`src/rtl/period_meas_if.sv`:
```
// Bundles the edge/clear inputs and the measurement outputs of period_meas.
// The slave modport is the measuring block; the master modport is its user.
interface period_meas_if #(
  parameter int CNT_W = 16
);
  logic             edge_in;
  logic             clr;
  logic [CNT_W-1:0] period;
  logic             period_valid;
  logic             glitch;
  logic             overflow;
  logic             measuring;

  modport slave (
    input  edge_in,
    input  clr,
    output period,
    output period_valid,
    output glitch,
    output overflow,
    output measuring
  );

  modport master (
    output edge_in,
    output clr,
    input  period,
    input  period_valid,
    input  glitch,
    input  overflow,
    input  measuring
  );
endinterface

```
`src/rtl/period_meas.sv`:
```
// Counts clk cycles between accepted rising-edge pulses, rejects edges closer than
// MIN_PERIOD and flags loss of input once the counter reaches its ceiling.
module period_meas #(
  parameter int CNT_W      = 16,
  parameter int MIN_PERIOD = 4
) (
  input  logic         clk,
  input  logic         rst_n,
  period_meas_if.slave pm
);

  typedef enum logic {IDLE, MEASURE} state_t;

  localparam logic [CNT_W-1:0] CNT_MAX = '1;
  localparam logic [CNT_W-1:0] MIN_CNT = CNT_W'(MIN_PERIOD);

  state_t           state, state_nxt;
  logic [CNT_W-1:0] cnt, cnt_nxt;
  logic [CNT_W-1:0] period_p1, period_nxt;
  logic             vld_p1, vld_nxt;
  logic             glitch_p1, glitch_nxt;
  logic             ovf_p1, ovf_nxt;
  logic             meas_p1;

  // Saturating increment: the cycle counter parks at its ceiling instead of wrapping.
  function automatic logic [CNT_W-1:0] sat_inc(input logic [CNT_W-1:0] v);
    return (v == CNT_MAX) ? CNT_MAX : v + CNT_W'(1);
  endfunction

  always_comb begin
    state_nxt  = state;
    cnt_nxt    = cnt;
    period_nxt = period_p1;
    vld_nxt    = 1'b0;
    glitch_nxt = 1'b0;
    ovf_nxt    = ovf_p1;
    if (pm.clr) begin
      // Clear wins over a coincident edge, which is simply dropped.
      state_nxt  = IDLE;
      cnt_nxt    = '0;
      period_nxt = '0;
      ovf_nxt    = 1'b0;
    end else begin
      unique case (state)
        IDLE: begin
          cnt_nxt = '0;
          if (pm.edge_in) begin
            state_nxt = MEASURE;
            cnt_nxt   = CNT_W'(1);
          end
        end
        MEASURE: begin
          if (pm.edge_in && (cnt >= MIN_CNT)) begin
            period_nxt = cnt;
            vld_nxt    = 1'b1;
            cnt_nxt    = CNT_W'(1);
          end else if (pm.edge_in) begin
            glitch_nxt = 1'b1;
            cnt_nxt    = sat_inc(cnt);
          end else if (cnt == CNT_MAX) begin
            ovf_nxt   = 1'b1;
            state_nxt = IDLE;
            cnt_nxt   = '0;
          end else begin
            cnt_nxt = sat_inc(cnt);
          end
        end
        default: begin
          state_nxt = IDLE;
          cnt_nxt   = '0;
        end
      endcase
    end
  end

  // Stage p1: every output comes straight from a register.
  always_ff @(posedge clk or negedge rst_n) begin
    if (!rst_n) begin
      state     <= IDLE;
      cnt       <= '0;
      period_p1 <= '0;
      vld_p1    <= 1'b0;
      glitch_p1 <= 1'b0;
      ovf_p1    <= 1'b0;
      meas_p1   <= 1'b0;
    end else begin
      state     <= state_nxt;
      cnt       <= cnt_nxt;
      period_p1 <= period_nxt;
      vld_p1    <= vld_nxt;
      glitch_p1 <= glitch_nxt;
      ovf_p1    <= ovf_nxt;
      meas_p1   <= (state_nxt == MEASURE);
    end
  end

  assign pm.period       = period_p1;
  assign pm.period_valid = vld_p1;
  assign pm.glitch       = glitch_p1;
  assign pm.overflow     = ovf_p1;
  assign pm.measuring    = meas_p1;

endmodule

```
`src/flat_wrapper.sv`:
```
// flat-port wrapper written by rule: the top's interface ports become plain ports
module period_meas_flat 
#(
  parameter int CNT_W      = 16,
  parameter int MIN_PERIOD = 4
)
  (clk, rst_n, pm_edge_in, pm_clr, pm_period, pm_period_valid, pm_glitch, pm_overflow, pm_measuring);
  period_meas_if #(.CNT_W(CNT_W)) pm_i ();
  input  logic clk;
  input  logic rst_n;
  input wire logic [$bits(pm_i.edge_in)-1:0] pm_edge_in;
  input wire logic [$bits(pm_i.clr)-1:0] pm_clr;
  output wire logic [$bits(pm_i.period)-1:0] pm_period;
  output wire logic [$bits(pm_i.period_valid)-1:0] pm_period_valid;
  output wire logic [$bits(pm_i.glitch)-1:0] pm_glitch;
  output wire logic [$bits(pm_i.overflow)-1:0] pm_overflow;
  output wire logic [$bits(pm_i.measuring)-1:0] pm_measuring;
  assign pm_i.edge_in = pm_edge_in;
  assign pm_i.clr = pm_clr;
  assign pm_period = pm_i.period;
  assign pm_period_valid = pm_i.period_valid;
  assign pm_glitch = pm_i.glitch;
  assign pm_overflow = pm_i.overflow;
  assign pm_measuring = pm_i.measuring;
  period_meas #(.CNT_W(CNT_W), .MIN_PERIOD(MIN_PERIOD)) u_core (.clk(clk), .rst_n(rst_n), .pm(pm_i));
endmodule
```
`config.mk`:
```
export PLATFORM = sky130hd
export DESIGN_NAME = period_meas_flat
export DESIGN_NICKNAME = d
export VERILOG_FILES = /design/src/rtl/period_meas_if.sv /design/src/rtl/period_meas.sv /design/src/flat_wrapper.sv
export SDC_FILE = /design/constraint.sdc
export NUM_CORES = 1
export LEC_CHECK = 0
export CAP_MARGIN = 30
export CORE_UTILIZATION = 30
export CTS_CLUSTER_SIZE = 8
export DETAILED_ROUTE_END_ITERATION = 10
export SYNTH_ARGS = -nofsm -noshare
export SYNTH_HDL_FRONTEND = slang
export SYNTH_SLANG_ARGS = --single-unit
```
`constraint.sdc`:
```
create_clock -name clk -period 1.7 [get_ports clk]
set_input_delay 0.255 -clock clk [delete_from_list [all_inputs] [get_ports clk]]
set_output_delay 0.255 -clock clk [all_outputs]
set_load 0.01 [all_outputs]
```
==> After elaboration in Yosys (flattened, before gate mapping) <==
Index checks and enable logic that the tools add are counted.
{ "totals": {"regBits": 36, "in_bits": 4, "output_inout_bits": 20, "wordCells": 45} }
{ "op_classes": {"n_addsub": 1, "order_cmp": 1, "n_eq_ne": 3, "n_mux": 27, "bitwise": 1, "reduce_logical": 6} }
{ "ops": {"columns": ["operator", "count"], "rows": [
  ["2-to-1 mux 16 bit", 8],
  ["one-hot mux 16 bit (2 select lines)", 1],
  ["2-to-1 mux 1 bit", 17],
  ["adder 16 x 1 -> 16 bit (second input constant)", 1],
  ["equality test 16 bit (second input constant)", 1],
  [">= comparator 16 x 3 -> 1 bit (second input constant)", 1],
  ["nonzero test 2 bit", 3],
  ["AND reduction 4 bit", 1],
  ["!= test 2 x 1 -> 1 bit (second input constant)", 1],
  ["!= test 2 bit (second input constant)", 1],
  ["one-hot mux 1 bit (2 select lines)", 1],
  ["AND reduction 2 bit", 1],
  ["logical AND 1 bit", 1],
  ["NOT 1 bit", 1]
]} }

==> Logic depth before layout (Yosys ltp) <==
Gate-level depths: netlist of run 1.
{ "logic_depth": {"word_depth": 6, "ltp_mapped": 7, "depth_no_buf": 5} }

==> Worst setup path before layout of run 1 <==
Ideal clock, no wire load.
{ "synth_path": {"kind": "reg2reg", "startpoint": "register u_core.cnt[0]", "endpoint": "register u_core.cnt[13]", "setup_time_ns": 0.134, "arrival_time_ns": 1.714, "required_ns": 1.566, "path_slack_ns": -0.148, "path_stages_with_launch": 8, "path_buffers": 2, "period_less_slack_ns": 1.848, "path_cell_list": "dfrtp_1 -> ha_1 -> nand3_1 -> or4_1 -> buf_2 -> o211ai_2 -> buf_6 -> a211oi_2"} }
{ "synth_between": {"elab_chain_cells": 6, "elab_cells_between_ends": 10, "cone_classes": "1 x add/sub; 1 x order compare; 1 x eq/ne; 6 x mux; 1 x reduce/logical"} }
{ "synth_lines": {"columns": ["item", "line", "text"], "rows": [
  ["from (decl)", "period_meas.sv:18", "logic [CNT_W-1:0] cnt, cnt_nxt;"],
  ["from (signal assigned)", "period_meas.sv:88", "cnt <= cnt_nxt;"],
  ["adder 16 x 1 -> 16 bit or equality test 16 bit (tied branches)", "period_meas.sv:27, period_meas.sv:60", null],
  ["2-to-1 mux 16 bit (on tied branches)", "period_meas.sv:60, period_meas.sv:27", null],
  ["2-to-1 mux 16 bit", "period_meas.sv:57", "end else if (pm.edge_in) begin"],
  ["2-to-1 mux 16 bit (*)", "period_meas.sv:53", "if (pm.edge_in && (cnt >= MIN_CNT)) begin"],
  ["one-hot mux 16 bit (2 select lines) (*)", "period_meas.sv:44", "unique case (state)"],
  ["2-to-1 mux 16 bit (*)", "period_meas.sv:37", "if (pm.clr) begin"],
  ["via u_core.cnt_nxt[13]", "period_meas.sv:18", null]
]} }
Mark *: on every way through the listed nets, which the timed path passes. The rest lies on a longest branch.
A chain may end at the register's enable or synchronous reset.

==> Worst setup path after layout of run 1 <==
{ "layout_path": {"startpoint": "register u_core.cnt[2]", "endpoint": "register u_core.cnt[6]"} }
Same word-level chain as after synthesis.

==> results of run 1 <==
## state kept, by name (all words and copies together), names as in the netlist
name	cells
u_core.cnt	16
u_core.pm.glitch	1
u_core.pm.overflow	1
u_core.pm.period	16
u_core.pm.period_valid	1
u_core.state	1
## critical path, cell delays in order, from the launching register on
cell and delay (ns):
dfrtp_1 0.48, buf_4 0.16, nand3_2 0.09, or4_4 0.48, o211ai_4 0.18, buf_4 0.18, a21oi_1 0.06
## timing repair
action                                 CTS  global route
setup endpoints to repair               31            33
resized for setup                        6            10
buffers inserted                         3             2
endpoints found under the hold margin    0             0
cloned                                   0             0
pin swaps                                1             4
## metal layers
metal	part of all wire, %	GRT usage, %	vias up
li1	-	-	706
met1	47	18.8	715
met2	48	23.5	26
met3	3.0	3.93	7
met4	1.7	4.15	0
met5	0	0	-
## cell type report
cell class                      instances  area, um2
Clock buffer                            7       96.3
Fill cell                             524       2800
Timing Repair Buffer                   66        578
Sequential cell                        36        903
Inverter                                6       22.5
Multi-Input combinational cell        104        782
Tap cell                               70       87.6
## kinds of logic after synthesis
| logic type | Yosys count | synth area share (%) |
|---|---|---|
| muxes | 1 | 0.591 |
| buffers and inverters | 19 | 5.54 |
| AOI/OAI and AO/OA | 41 | 18.0 |
| DFF | 36 | 53.2 |
| adders and majority gates | 2 | 1.48 |
| xor gates and xnor gates | 7 | 3.62 |
| and+or+nand+nor | 53 | 17.5 |
## cells in the mapped netlist (all sizes together)
cell type / count / share of area (%)
o21ai: 4 / 1.2
and3: 3 / 1.1
or3: 2 / 0.74
a21boi: 1 / 0.44
nor3: 8 / 2.7
nand3: 8 / 2.4
xnor2: 6 / 3.1
nand4: 6 / 3.1
ha: 2 / 1.5
clkbuf: 6 / 1.5
a21oi: 12 / 3.5
a211oi: 2 / 1.2
o311ai: 1 / 0.52
nor3b: 1 / 0.44
a31oi: 3 / 1.5
dfrtp: 36 / 53
nor2: 12 / 2.8
buf: 7 / 2.7
or4: 1 / 0.44
o21ba: 1 / 0.59
o211ai: 1 / 0.74
nor4: 8 / 3.0
mux2i: 1 / 0.59
a22o: 14 / 7.2
inv: 6 / 1.3
nand2: 4 / 0.89
xor2: 1 / 0.52
a41o: 1 / 0.59
a31o: 1 / 0.52
## through the flow
step / std cells / hold WS [ns]
final: 289 / 0.387
after global routing: 289 / 0.441
after CTS: 287 / 0.407
after detailed placement: 277 / 0.487
after global placement: 277 / 0.482
after floorplan: 159 / -0.0406
## worst paths after layout
path	start	cells after the start	endpoint
setup / recovery	u_core.cnt[2]	6	u_core.cnt[6]
hold / removal	rst_n	2	u_core.pm.period[2]
setup reg to reg	u_core.cnt[2]	6	u_core.cnt[6]
hold reg to reg	u_core.pm.period[6]	1	u_core.pm.period[6]
max in group asynchronous	rst_n	2	u_core.cnt[4]
min in group clk	u_core.pm.period[6]	1	u_core.pm.period[6]
## power by group through the flow
| stage | registers, mW | logic, mW | clock network [mW] |
|---|---|---|---|
| 3_5_place_dp | 0.882 | 0.0952 | 0 |
| 4_1_cts | 0.866 | 0.101 | 0.669 |
| 6_report | 0.866 | 0.0993 | 0.651 |
| 3_3_place_gp | 0.882 | 0.0946 | 0 |
| 5_1_grt | 0.865 | 0.110 | 0.705 |
| 2_1_floorplan | 0.884 | 0.0382 | 0 |
==> impl_metrics.py, run 1 <==
metrics = {
    "synthesis": {
        "netlist_instances": 159,
        "syn_area_per_cell_um2": 10.6,
        "synth-seq-cells": 36,
        "syn-cell-area_um2": 1690,
        "synth_seq_area_share_pct": 53.2,
        "ys_types": 37,
        "synth_nets": 165,
        "yosysWarningCount": 0,
    },
    "timing": {
        "clock_skew_ns": 0.00733,
        "grt_setup_unrepaired": "true",
        "setup_violations": 11,
        "hold_viol_final": 0,
        "setup_ws_ns": -0.0420,
        "period_share_pct": 102,
        "min_period_ns": 1.74,
        "fmax_ghz": 0.574,
        "worst_slew_pin_slew_ns": 0.457,
        "final.setup.tns_ns": -0.187,
        "relSlewSlack_pct": 69.6,
        "final-max-slew-violation-count": 0,
    },
    "power": {
        "internal_power_mw": 1.26,
        "p_seq_share_pct": 53.6,
        "swShare_pct": 22.0,
        "power.total_mw": 1.62,
        "peakVddDrop_uv": 330,
        "combinationalPowerShare_pct": 6.1,
        "p_leak_nw": 1.06,
        "powerDensity_nw_per_um2": 654,
        "switchingPower_mw": 0.356,
        "clock_power_share_pct": 40.3,
    },
    "floorplan": {
        "start_util_pct": 32.1,
        "dieArea_um2": 5950,
        "dieWidth_um": 77.1,
        "placementRows": 26,
        "io_pins": 24,
        "die_height_um": 77.1,
        "core_area_um2": 5270,
    },
    "critical_path": {
        "r2r_slack_ns": -0.04,
        "critPathLaunchType": "register",
        "cp.arrival_ns": 1.90,
        "worstSetupEndpointType": "register",
        "cp.required_ns": 1.86,
        "path_max_fanout": 6,
        "worstSetupPathType": "register to register",
    },
    "cells_and_area": {
        "fin_nets": 225,
        "final_area_um2": 2470,
        "insertedDiodeCount": 0,
        "final_cell_mix": "41 x buf_4, 34 x dfrtp_1, 23 x clkdlybuf4s50_1, 14 x a22o_1, 12 x a21oi_1",
        "utilization_pct": 46.9,
        "area_growth_pct": 45.9,
        "layout.cells.most_common": "buf_4",
        "drive_gt1_share_pct": 32.0,
    },
    "placement": {
        "preCtsSetupSlack_ns": -0.226,
        "port_buffers": 23,
        "hpwlAfterDp_um": 2960,
        "globalplace.congestion": 0.807,
        "place_area_um2": 2240,
    },
    "cts": {
        "clock_latency_ns": 0.28,
        "root_buffer": "clkbuf_8",
        "numCtsBuffers": 5,
        "clock-sinks": 36,
        "clk_pin_slew_ns": 0.07,
        "cts_tree": "built",
        "htree_levels": 2,
        "clockBufferDepth": 2,
        "postCtsHoldBufs": 0,
    },
    "routing": {
        "drc": 0,
        "ant_nets": 0,
        "num_vias": 1454,
        "wirelength_um": 4300,
        "wl_per_cell_um": 14.9,
        "dr.first_iter.drc_count": 52,
        "vias_per_cell": 5.03,
        "first_pass_iters": 4,
    },
    "global_routing": {
        "grt_pass1_vias": 1372,
        "grt_pass1_wl_um": 6670,
        "grt.overflow.total": 0,
        "antenna_found_initial": 0,
        "grt_max_degree": 37,
        "grtUsageTotal_pct": 14.5,
    },
    "run_status": {
        "status": "finished with violations",
        "violations": "setup timing",
    },
    "hold_path": {
        "hold_class": "input port to asynchronous set/reset pin",
    },
    "flow_run": {
        "maxCapViolCount": 0,
    },
}
Power figures use the tool's default switching activity.
==> run 2, diff against run 1 <==
--- a/config.mk
+++ b/config.mk
@@ -6,9 +6,10 @@
 export NUM_CORES = 1
 export LEC_CHECK = 0
 export CAP_MARGIN = 30
-export CORE_UTILIZATION = 30
+export CORE_UTILIZATION = 43
 export CTS_CLUSTER_SIZE = 8
 export DETAILED_ROUTE_END_ITERATION = 10
+export PLACE_DENSITY = 0.68
 export SYNTH_ARGS = -nofsm -noshare
 export SYNTH_HDL_FRONTEND = slang
 export SYNTH_SLANG_ARGS = --single-unit
==> impl_metrics.py, run 2 (synthesis gave the netlist of run 1 again) <==
metrics = {
    "cts": {
        "postCtsHoldBufs": 0,
        "cts_tree": "built",
        "clock-sinks": 36,
        "numCtsBuffers": 5,
        "clockBufferDepth": 2,
        "clock_latency_ns": 0.29,
        "clk_pin_slew_ns": 0.07,
        "htree_levels": 2,
        "root_buffer": "clkbuf_8",
    },
    "critical_path": {
        "critPathLaunch": "u_core.cnt[14]",
        "reg2reg_to": "u_core.cnt[13]",
        "worstSetupEndpointType": "register",
        "cp.arrival_ns": 1.89,
        "cpLargestDelayFamily": "simple AND/OR/NAND/NOR gates",
        "r2r_start": "u_core.cnt[14]",
        "path_max_fanout": 5,
        "cp.required_ns": 1.86,
        "r2r_cells": 5,
        "max_stage_delay_ns": 0.60,
        "worst_path_max_delay_cell": "or4_4",
        "r2r_slack_ns": -0.02,
        "critPathLaunchType": "register",
        "worstSetupPathType": "register to register",
        "critPathBufInv": 1,
        "worstPathCellList": "nand4_1 > or4_4 > o211ai_4 > buf_6 > a211oi_2",
    },
    "power": {
        "p_seq_share_pct": 53.0,
        "powerDensity_nw_per_um2": 674,
        "peakVddDrop_uv": 480,
        "switchingPower_mw": 0.373,
        "swShare_pct": 22.8,
        "clock_power_share_pct": 40.6,
        "p_leak_nw": 1.00,
        "combinationalPowerShare_pct": 6.4,
        "internal_power_mw": 1.26,
    },
    "floorplan": {
        "start_util_pct": 45.6,
        "dieArea_um2": 4190,
        "core_area_um2": 3720,
        "placementRows": 22,
        "io_pins": 24,
        "dieWidth_um": 64.7,
        "die_height_um": 64.7,
    },
    "hold_path": {
        "hold_class": "input port to asynchronous set/reset pin",
    },
    "cells_and_area": {
        "fin_nets": 215,
        "final_area_um2": 2430,
        "final.fill_count": 293,
        "final-seq-area_um2": 908,
        "final_cell_mix": "30 x dfrtp_1, 27 x buf_4, 23 x clkdlybuf4s50_1, 14 x a22o_1, 11 x nor2_1",
        "multi_input_area_um2": 803,
        "layout.cells.most_common": "dfrtp_1",
        "insertedDiodeCount": 0,
        "stdcell_count": 257,
        "drive_gt1_share_pct": 34.9,
        "area_growth_pct": 43.3,
    },
    "routing": {
        "drc": 0,
        "num_vias": 1501,
        "dr.first_iter.drc_count": 142,
        "wl_per_cell_um": 18.0,
        "wirelength_um": 4620,
        "vias_per_cell": 5.84,
        "first_pass_iters": 4,
        "ant_nets": 0,
    },
    "global_routing": {
        "grt_pass1_vias": 1488,
        "grt_max_degree": 37,
        "grt_pass1_wl_um": 7100,
        "grt.overflow.total": 0,
        "grtUsageTotal_pct": 23.0,
        "antenna_found_initial": 0,
    },
    "placement": {
        "place_inst": 247,
        "hpwlAfterDp_um": 2940,
        "port_buffers": 23,
        "globalplace.congestion": 0.861,
        "place_area_um2": 2170,
    },
    "timing": {
        "hold_viol_final": 0,
        "grt_setup_unrepaired": "true",
        "final-max-slew-violation-count": 0,
        "setup_ws_ns": -0.0242,
        "worst_slew_pin_slew_ns": 0.453,
        "period_share_pct": 101,
        "relSlewSlack_pct": 69.8,
        "fmax_ghz": 0.580,
        "setup_violations": 13,
        "clock_skew_ns": 0.00785,
        "min_period_ns": 1.72,
        "final.setup.tns_ns": -0.131,
    },
    "flow_run": {
        "maxCapViolCount": 0,
    },
    "run_status": {
        "status": "finished with violations",
        "violations": "setup timing",
    },
}
[run 2: metal layers]
metal  global-route usage [%]  up-vias  wire length [um]
met5                        0        -                 0
met1                     28.3      742              1860
met3                     7.92       13               295
li1                         -      679                 -
met2                     37.4       67              2350
met4                     8.06        0               116
[run 2: repair_timing]
item / CTS / global route
cloned: 0 / 1
gates resized for setup: 5 / 25
setup endpoints to repair: 18 / 30
pin swaps: 1 / 5
buffers inserted: 0 / 2
[run 2: area by class of cell]
class                           instances  share of cell area [%]
Clock buffer                            7                    3.97
Inverter                                6                   0.928
Multi-Input combinational cell        104                    33.1
Sequential cell                        36                    37.4
Tap cell                               48                    2.48
Timing Repair Buffer                   56                    22.1
[run 2: worst register-to-register path, delay by kind of cell, from the launching register on]
kind                   cells  cell delay [ns]
AOI/OAI and AO/OA          2             0.25
and+or+nand+nor            2             0.76
DFF                        1             0.42
buffers and inverters      1             0.16
[run 2: worst max path at each step]
stage               cells past startpoint                    to  slack, ns
floorplan                               7        u_core.cnt[13]      -0.06
global placement                        5        u_core.cnt[15]     -0.004
detailed placement                      5  u_core.pm.period[15]      -0.07
CTS                                     6  u_core.pm.period[15]  0.0000009
global route                            5  u_core.pm.period[15]      -0.11
finish                                  5        u_core.cnt[13]      -0.02
[run 2: through the flow]
stage	power (mW)	setup WS (ns)	utilization (%)	hold WS (ns)
after detailed placement	0.980	-0.0652	58.4	0.483
final	1.64	-0.0242	65.3	0.375
after CTS	1.63	0.000000888	61.6	0.396
after global placement	0.977	-0.00425	58.4	0.481
after global routing	1.69	-0.112	65.3	0.413
after floorplan	0.922	-0.0600	-	-0.0406
[run 2: power by group through the flow]
stage | Sequential, mW | Clock (mW) | Combinational (mW)
after floorplan | 0.884 | 0 | 0.0382
after global placement | 0.882 | 0 | 0.0958
after detailed placement | 0.882 | 0 | 0.0978
after CTS | 0.866 | 0.664 | 0.0987
after global routing | 0.866 | 0.706 | 0.116
final | 0.866 | 0.664 | 0.105
==> run 3, diff against run 2 <==
--- a/config.mk
+++ b/config.mk
@@ -7,6 +7,7 @@
 export LEC_CHECK = 0
 export CAP_MARGIN = 30
 export CORE_UTILIZATION = 43
+export CTS_CLUSTER_DIAMETER = 80
 export CTS_CLUSTER_SIZE = 8
 export DETAILED_ROUTE_END_ITERATION = 10
 export PLACE_DENSITY = 0.68
==> results of run 3 <==
No change in the layout: final DEF, timing and power equal those of run 2.
